$ cat src/rtl/ethansam9_counter_pkg.sv
// Shared constants, the control-priority enum and the wrap-detect helper for ethansam9_counter.
package ethansam9_counter_pkg;

  localparam int WIDTH    = 8;
  localparam int PRE_BITS = 4;

  localparam int HOLD_BIT = 0;
  localparam int DIR_BIT  = 1;
  localparam int LOAD_BIT = 2;
  localparam int CLR_BIT  = 3;
  localparam int PRE_LSB  = 4;

  // Resolved control action for one edge, highest priority first.
  typedef enum logic [1:0] {
    OP_CLEAR = 2'd0,
    OP_LOAD  = 2'd1,
    OP_HOLD  = 2'd2,
    OP_RUN   = 2'd3
  } ctrlOp_e;

  function automatic logic wrapsOnStep(input logic [WIDTH-1:0] value, input logic down);
    return down ? (value == '0) : (value == '1);
  endfunction

endpackage

$ cat src/rtl/ethansam9_prescaler.sv
// Prescale divider: emits a one-clock tick every sel_i+1 enabled, un-held clocks.
module ethansam9_prescaler
  import ethansam9_counter_pkg::*;
(
  input  logic                clk,
  input  logic                rst_n,
  input  logic                clr_i,
  input  logic                hold_i,
  input  logic [PRE_BITS-1:0] sel_i,
  output logic                tick_o
);

  logic [PRE_BITS-1:0] pre_q;
  logic [PRE_BITS-1:0] pre_d;
  logic                reached;

  // A >= compare lets a lowered select fire on the very next edge.
  assign reached = (pre_q >= sel_i);
  assign tick_o  = reached & ~clr_i & ~hold_i;

  always_comb begin
    pre_d = pre_q;
    if (clr_i) begin
      pre_d = '0;
    end else if (!hold_i) begin
      pre_d = reached ? '0 : pre_q + 1'b1;
    end
  end

  always_ff @(posedge clk or negedge rst_n) begin
    if (!rst_n) begin
      pre_q <= '0;
    end else begin
      pre_q <= pre_d;
    end
  end

endmodule

$ cat src/rtl/ethansam9_counter.sv
// Tiny Tapeout 8-bit programmable up/down counter with prescaler, load, clear and hold.
// Define COUNTER_WRAP_FLAG_EN to drive a one-cycle wrap pulse on uio_out[7].
module ethansam9_counter
  import ethansam9_counter_pkg::*;
(
  input  logic       clk,
  input  logic       rst_n,
  input  logic       ena,
  input  logic [7:0] ui_in,
  output logic [7:0] uo_out,
  input  logic [7:0] uio_in,
  output logic [7:0] uio_out,
  output logic [7:0] uio_oe
);

  ctrlOp_e             op;
  logic                dirDown;
  logic [PRE_BITS-1:0] preSel;
  logic [WIDTH-1:0]    loadData;
  logic                tick;
  logic [WIDTH-1:0]    count_q;
  logic [WIDTH-1:0]    count_d;

  assign dirDown = ui_in[DIR_BIT];
  assign preSel  = ui_in[PRE_LSB +: PRE_BITS];

  always_comb begin
    op = OP_RUN;
    if (ui_in[CLR_BIT]) begin
      op = OP_CLEAR;
    end else if (ui_in[LOAD_BIT]) begin
      op = OP_LOAD;
    end else if (ui_in[HOLD_BIT]) begin
      op = OP_HOLD;
    end
  end

  // ena low must freeze the prescaler too, so it is folded into the hold input.
  ethansam9_prescaler uPrescaler (
    .clk    (clk),
    .rst_n  (rst_n),
    .clr_i  (ena & ((op == OP_CLEAR) | (op == OP_LOAD))),
    .hold_i (~ena | (op == OP_HOLD)),
    .sel_i  (preSel),
    .tick_o (tick)
  );

  always_comb begin
    count_d = count_q;
    case (op)
      OP_CLEAR: count_d = '0;
      OP_LOAD:  count_d = loadData;
      OP_HOLD:  count_d = count_q;
      default: begin
        if (tick) begin
          count_d = dirDown ? count_q - 1'b1 : count_q + 1'b1;
        end
      end
    endcase
  end

  always_ff @(posedge clk or negedge rst_n) begin
    if (!rst_n) begin
      count_q <= '0;
    end else if (ena) begin
      count_q <= count_d;
    end
  end

  assign uo_out = count_q;

`ifdef COUNTER_WRAP_FLAG_EN
  logic wrapFlag_q;
  logic wrapFlag_d;
  logic unusedBits;

  // Bit 7 of the bidir bus is an output here, so load data is only 7 bits wide.
  assign loadData   = {1'b0, uio_in[6:0]};
  assign unusedBits = uio_in[7];
  assign wrapFlag_d = (op == OP_RUN) & tick & wrapsOnStep(count_q, dirDown);

  always_ff @(posedge clk or negedge rst_n) begin
    if (!rst_n) begin
      wrapFlag_q <= 1'b0;
    end else if (ena) begin
      wrapFlag_q <= wrapFlag_d;
    end
  end

  assign uio_out = {wrapFlag_q, 7'b0};
  assign uio_oe  = 8'h80;
`else
  assign loadData = uio_in;
  assign uio_out  = 8'h00;
  assign uio_oe   = 8'h00;
`endif

endmodule

$ cat config.mk
export PLATFORM = sky130hd
export DESIGN_NAME = ethansam9_counter
export DESIGN_NICKNAME = d
export VERILOG_FILES = /design/src/rtl/ethansam9_counter_pkg.sv /design/src/rtl/ethansam9_prescaler.sv /design/src/rtl/ethansam9_counter.sv
export SDC_FILE = /design/constraint.sdc
export NUM_CORES = 1
export LEC_CHECK = 0
export BUFFER_PORTS_ARGS = -buffer_cell sky130_fd_sc_hd__buf_2
export CORE_MARGIN = 5
export CORE_UTILIZATION = 35
export CTS_CLUSTER_DIAMETER = 40
export DETAILED_ROUTE_END_ITERATION = 16
export GPL_ROUTABILITY_DRIVEN = 0
export RECOVER_POWER = 100
export SLEW_MARGIN = 20
export SYNTH_ARGS = -nofsm -noshare
export SYNTH_HDL_FRONTEND = slang
export SYNTH_SLANG_ARGS = --single-unit
$ cat constraint.sdc
create_clock -name clk -period 2.65 [get_ports clk]
set_input_delay 0.53 -clock clk [delete_from_list [all_inputs] [get_ports clk]]
set_output_delay 0.53 -clock clk [all_outputs]
set_load 0.01 [all_outputs]
==> flow_summary.ini <==
[outcome]
outcome = completed

[cts]
cts_buffer_depth = 2
clk_pin_slew_ns = 0.08
cts_sinks = 12
ctsHoldBuffers = 0
cts_tree = yes
numCtsBuffers = 3
post_cts_buffers = 0
root_buffer = clkbuf_4
h-tree-depth = 1
cts_resized = 0
clkLatencyLatePin_ns = 0.28

[yosys]
yosysWarnings = 0
synth_cells = 142
synth_area_um2 = 1170
synth_cell_type_count = 37
async_flop_share_pct = 100
synth_ff_type = dfrtp_1
ys_seq_elements = 12
yosysSeqAreaShare_pct = 25.6
syn-mean-instance-area_um2 = 8.25
synth_edf_count = 0

[worst_setup_path]
crit_type = reg -> reg
critPathBufInv = 1
rrSetupSlack_ns = 0.51
cp-start-kind = flop
path_cells = ha_1 -> a21oi_1 -> o21ai_1 -> a21oi_1 -> clkbuf_1 -> mux2_2
arrival_ns = 2.31
max_stage_delay_ns = 0.52
end_kind = flop
worst_ep_required_time_ns = 2.82
crit_slowest_cell = clkbuf_1
cp_common_cell = a21oi_1
cp_top_family = buffers and inverters
path_max_fanout = 15

[floorplan]
core-area_um2 = 3280
start_util_pct = 35.7
io_pins = 43
num_rows = 21
die_area_um2 = 4600
die_w_um = 67.8
die_h_um = 67.8

[final_layout]
nNetsFinal = 200
final_layout_size_suffix_gt1_share_pct = 16.1
layout_common_cells = 17 x buf_2, 16 x conb_1, 14 x nand2_1, 12 x dfrtp_1, 11 x ha_1
antennaDiodeCount = 0
fillCellCount = 353
multi_input_area_um2 = 753
layout.cells.most_common = buf_2
seqCellArea_um2 = 300
finish.utilization_pct = 39.7
area_growth_pct = 11.3

[timing]
finalHoldViolCount = 0
holdWs_ns = 0.267
layout_min_cycle_time_ns = 2.14
fin_skew_ns = 0.00324
worst_pin_slew_ns = 0.720
clock.fmax_ghz = 0.467
finalSetupViolations = 0
post-route-period-util_pct = 80.8
rsz0062_at_grt = false
relSlewSlack_pct = 52.0
finalMaxSlewViolations = 0
setup-tns-final_ns = 0

[route]
initialDrtViolationCount = 17
drt-total-wl_mm = 2.75
vias = 1038
drc = 0
first_pass_iters = 4
wire_per_inst_um = 12.9
ant_nets = 0
viasPerCell = 4.85

[placed_design]
port_buffers = 26
dp_hpwl_mm = 2.15

[global_routing]
grt-ovfl-total = 0
grt_max_degree = 21
grt_pass1_vias = 1023
grt.total_usage_pct = 12.5
grt_pass1_wl_mm = 4.46
grt_antenna_before_repair = 0

[pwr]
total_power_w = 0.000643
cellPowerDensity_nw_per_um2 = 493
irDropWorstVdd_uv = 248
p_leak_nw = 0.618

[min_path]
hold_path_class = in -> async

[flow_run]
drv_cap = 0
[final timing paths]
kind | from | end | cells after the start
max | uPrescaler.pre_q[2] | uo_out[6] | 6
min | rst_n | uPrescaler.pre_q[3] | 1
max reg2reg | uPrescaler.pre_q[2] | uo_out[6] | 6
min reg2reg | uPrescaler.pre_q[2] | uPrescaler.pre_q[2] | 1
max in group asynchronous | rst_n | uo_out[2] | 1
min in group clk | uPrescaler.pre_q[2] | uPrescaler.pre_q[2] | 1
[per-layer routing]
metal | share of wire [%] | up-vias | GRT usage (%)
met5 | 0 | - | 0
met4 | 0.29 | 0 | 1.49
met3 | 6.2 | 2 | 3.12
met2 | 48 | 29 | 21.1
met1 | 46 | 483 | 16.7
li1 | - | 524 | -
[flip-flops by register name (all words and copies together) (netlist names)]
register,count
uo_out,8
uPrescaler.pre_q,4
[cells by family (layout without fill, tap and decap cells)]
| family | after synthesis | count (layout) | share of synthesized area (%) |
|---|---|---|---|
| AOI/OAI and AO/OA | 39 | 39 | 22.0 |
| xor gates and xnor gates | 1 | 1 | 0.748 |
| adders and majority gates | 12 | 12 | 13.5 |
| buffers and inverters | 29 | 40 | 14.4 |
| DFF | 12 | 12 | 25.6 |
| muxes | 6 | 6 | 5.45 |
| other | 1 | 16 | 0.320 |
| and+or+nand+nor | 42 | 42 | 17.9 |
[stage by stage]
| stage | worst slack (ns) | instance area (um^2) | cells |
|---|---|---|---|
| 3_5_place_dp | 0.320 | 1290 | 210 |
| 5_1_grt | 0.287 | 1300 | 214 |
| 4_1_cts | 0.610 | 1320 | 214 |
| 6_report | 0.508 | 1300 | 214 |
| 2_1_floorplan | 0.609 | 1230 | 157 |
| 3_3_place_gp | 0.379 | 1290 | 210 |
[power breakdown]
part,internal [W],leakage [nW],switching [W]
Clock,0.0000837,0.0210,0.0000688
Combinational,0.000112,0.439,0.000150
Sequential,0.000206,0.158,0.0000234
[final cells by class]
cell class	instances	share of cell area [%]
inverter	9	2.59
multi-input combinational	116	57.8
timing repair buffer	27	9.41
sequential	12	23.0
clock buffer	4	2.78
tap	46	4.41
[synth_stat cells, types with 2 or more instances]
library cell,count,area share (%)
ha_1,11,12
a211oi_2,2,2.1
buf_4,16,10
dfrtp_1,12,26
mux2_2,3,2.9
a21oi_1,10,4.3
clkbuf_1,3,0.96
nor3_1,2,0.85
nor2b_1,6,3.2
or4_1,2,1.3
or3_1,2,1.1
o21ai_0,6,2.6
o21ai_1,4,1.7
inv_1,9,2.9
a31oi_1,2,1.1
nand4_1,2,1.1
a211oi_1,2,1.3
nand2_1,14,4.5
o211ai_1,2,1.3
a22o_1,2,1.5
nor2_1,9,2.9
mux2i_1,3,2.6
o31ai_1,4,2.6
Note: power is estimated with default switching activity, not from simulation.
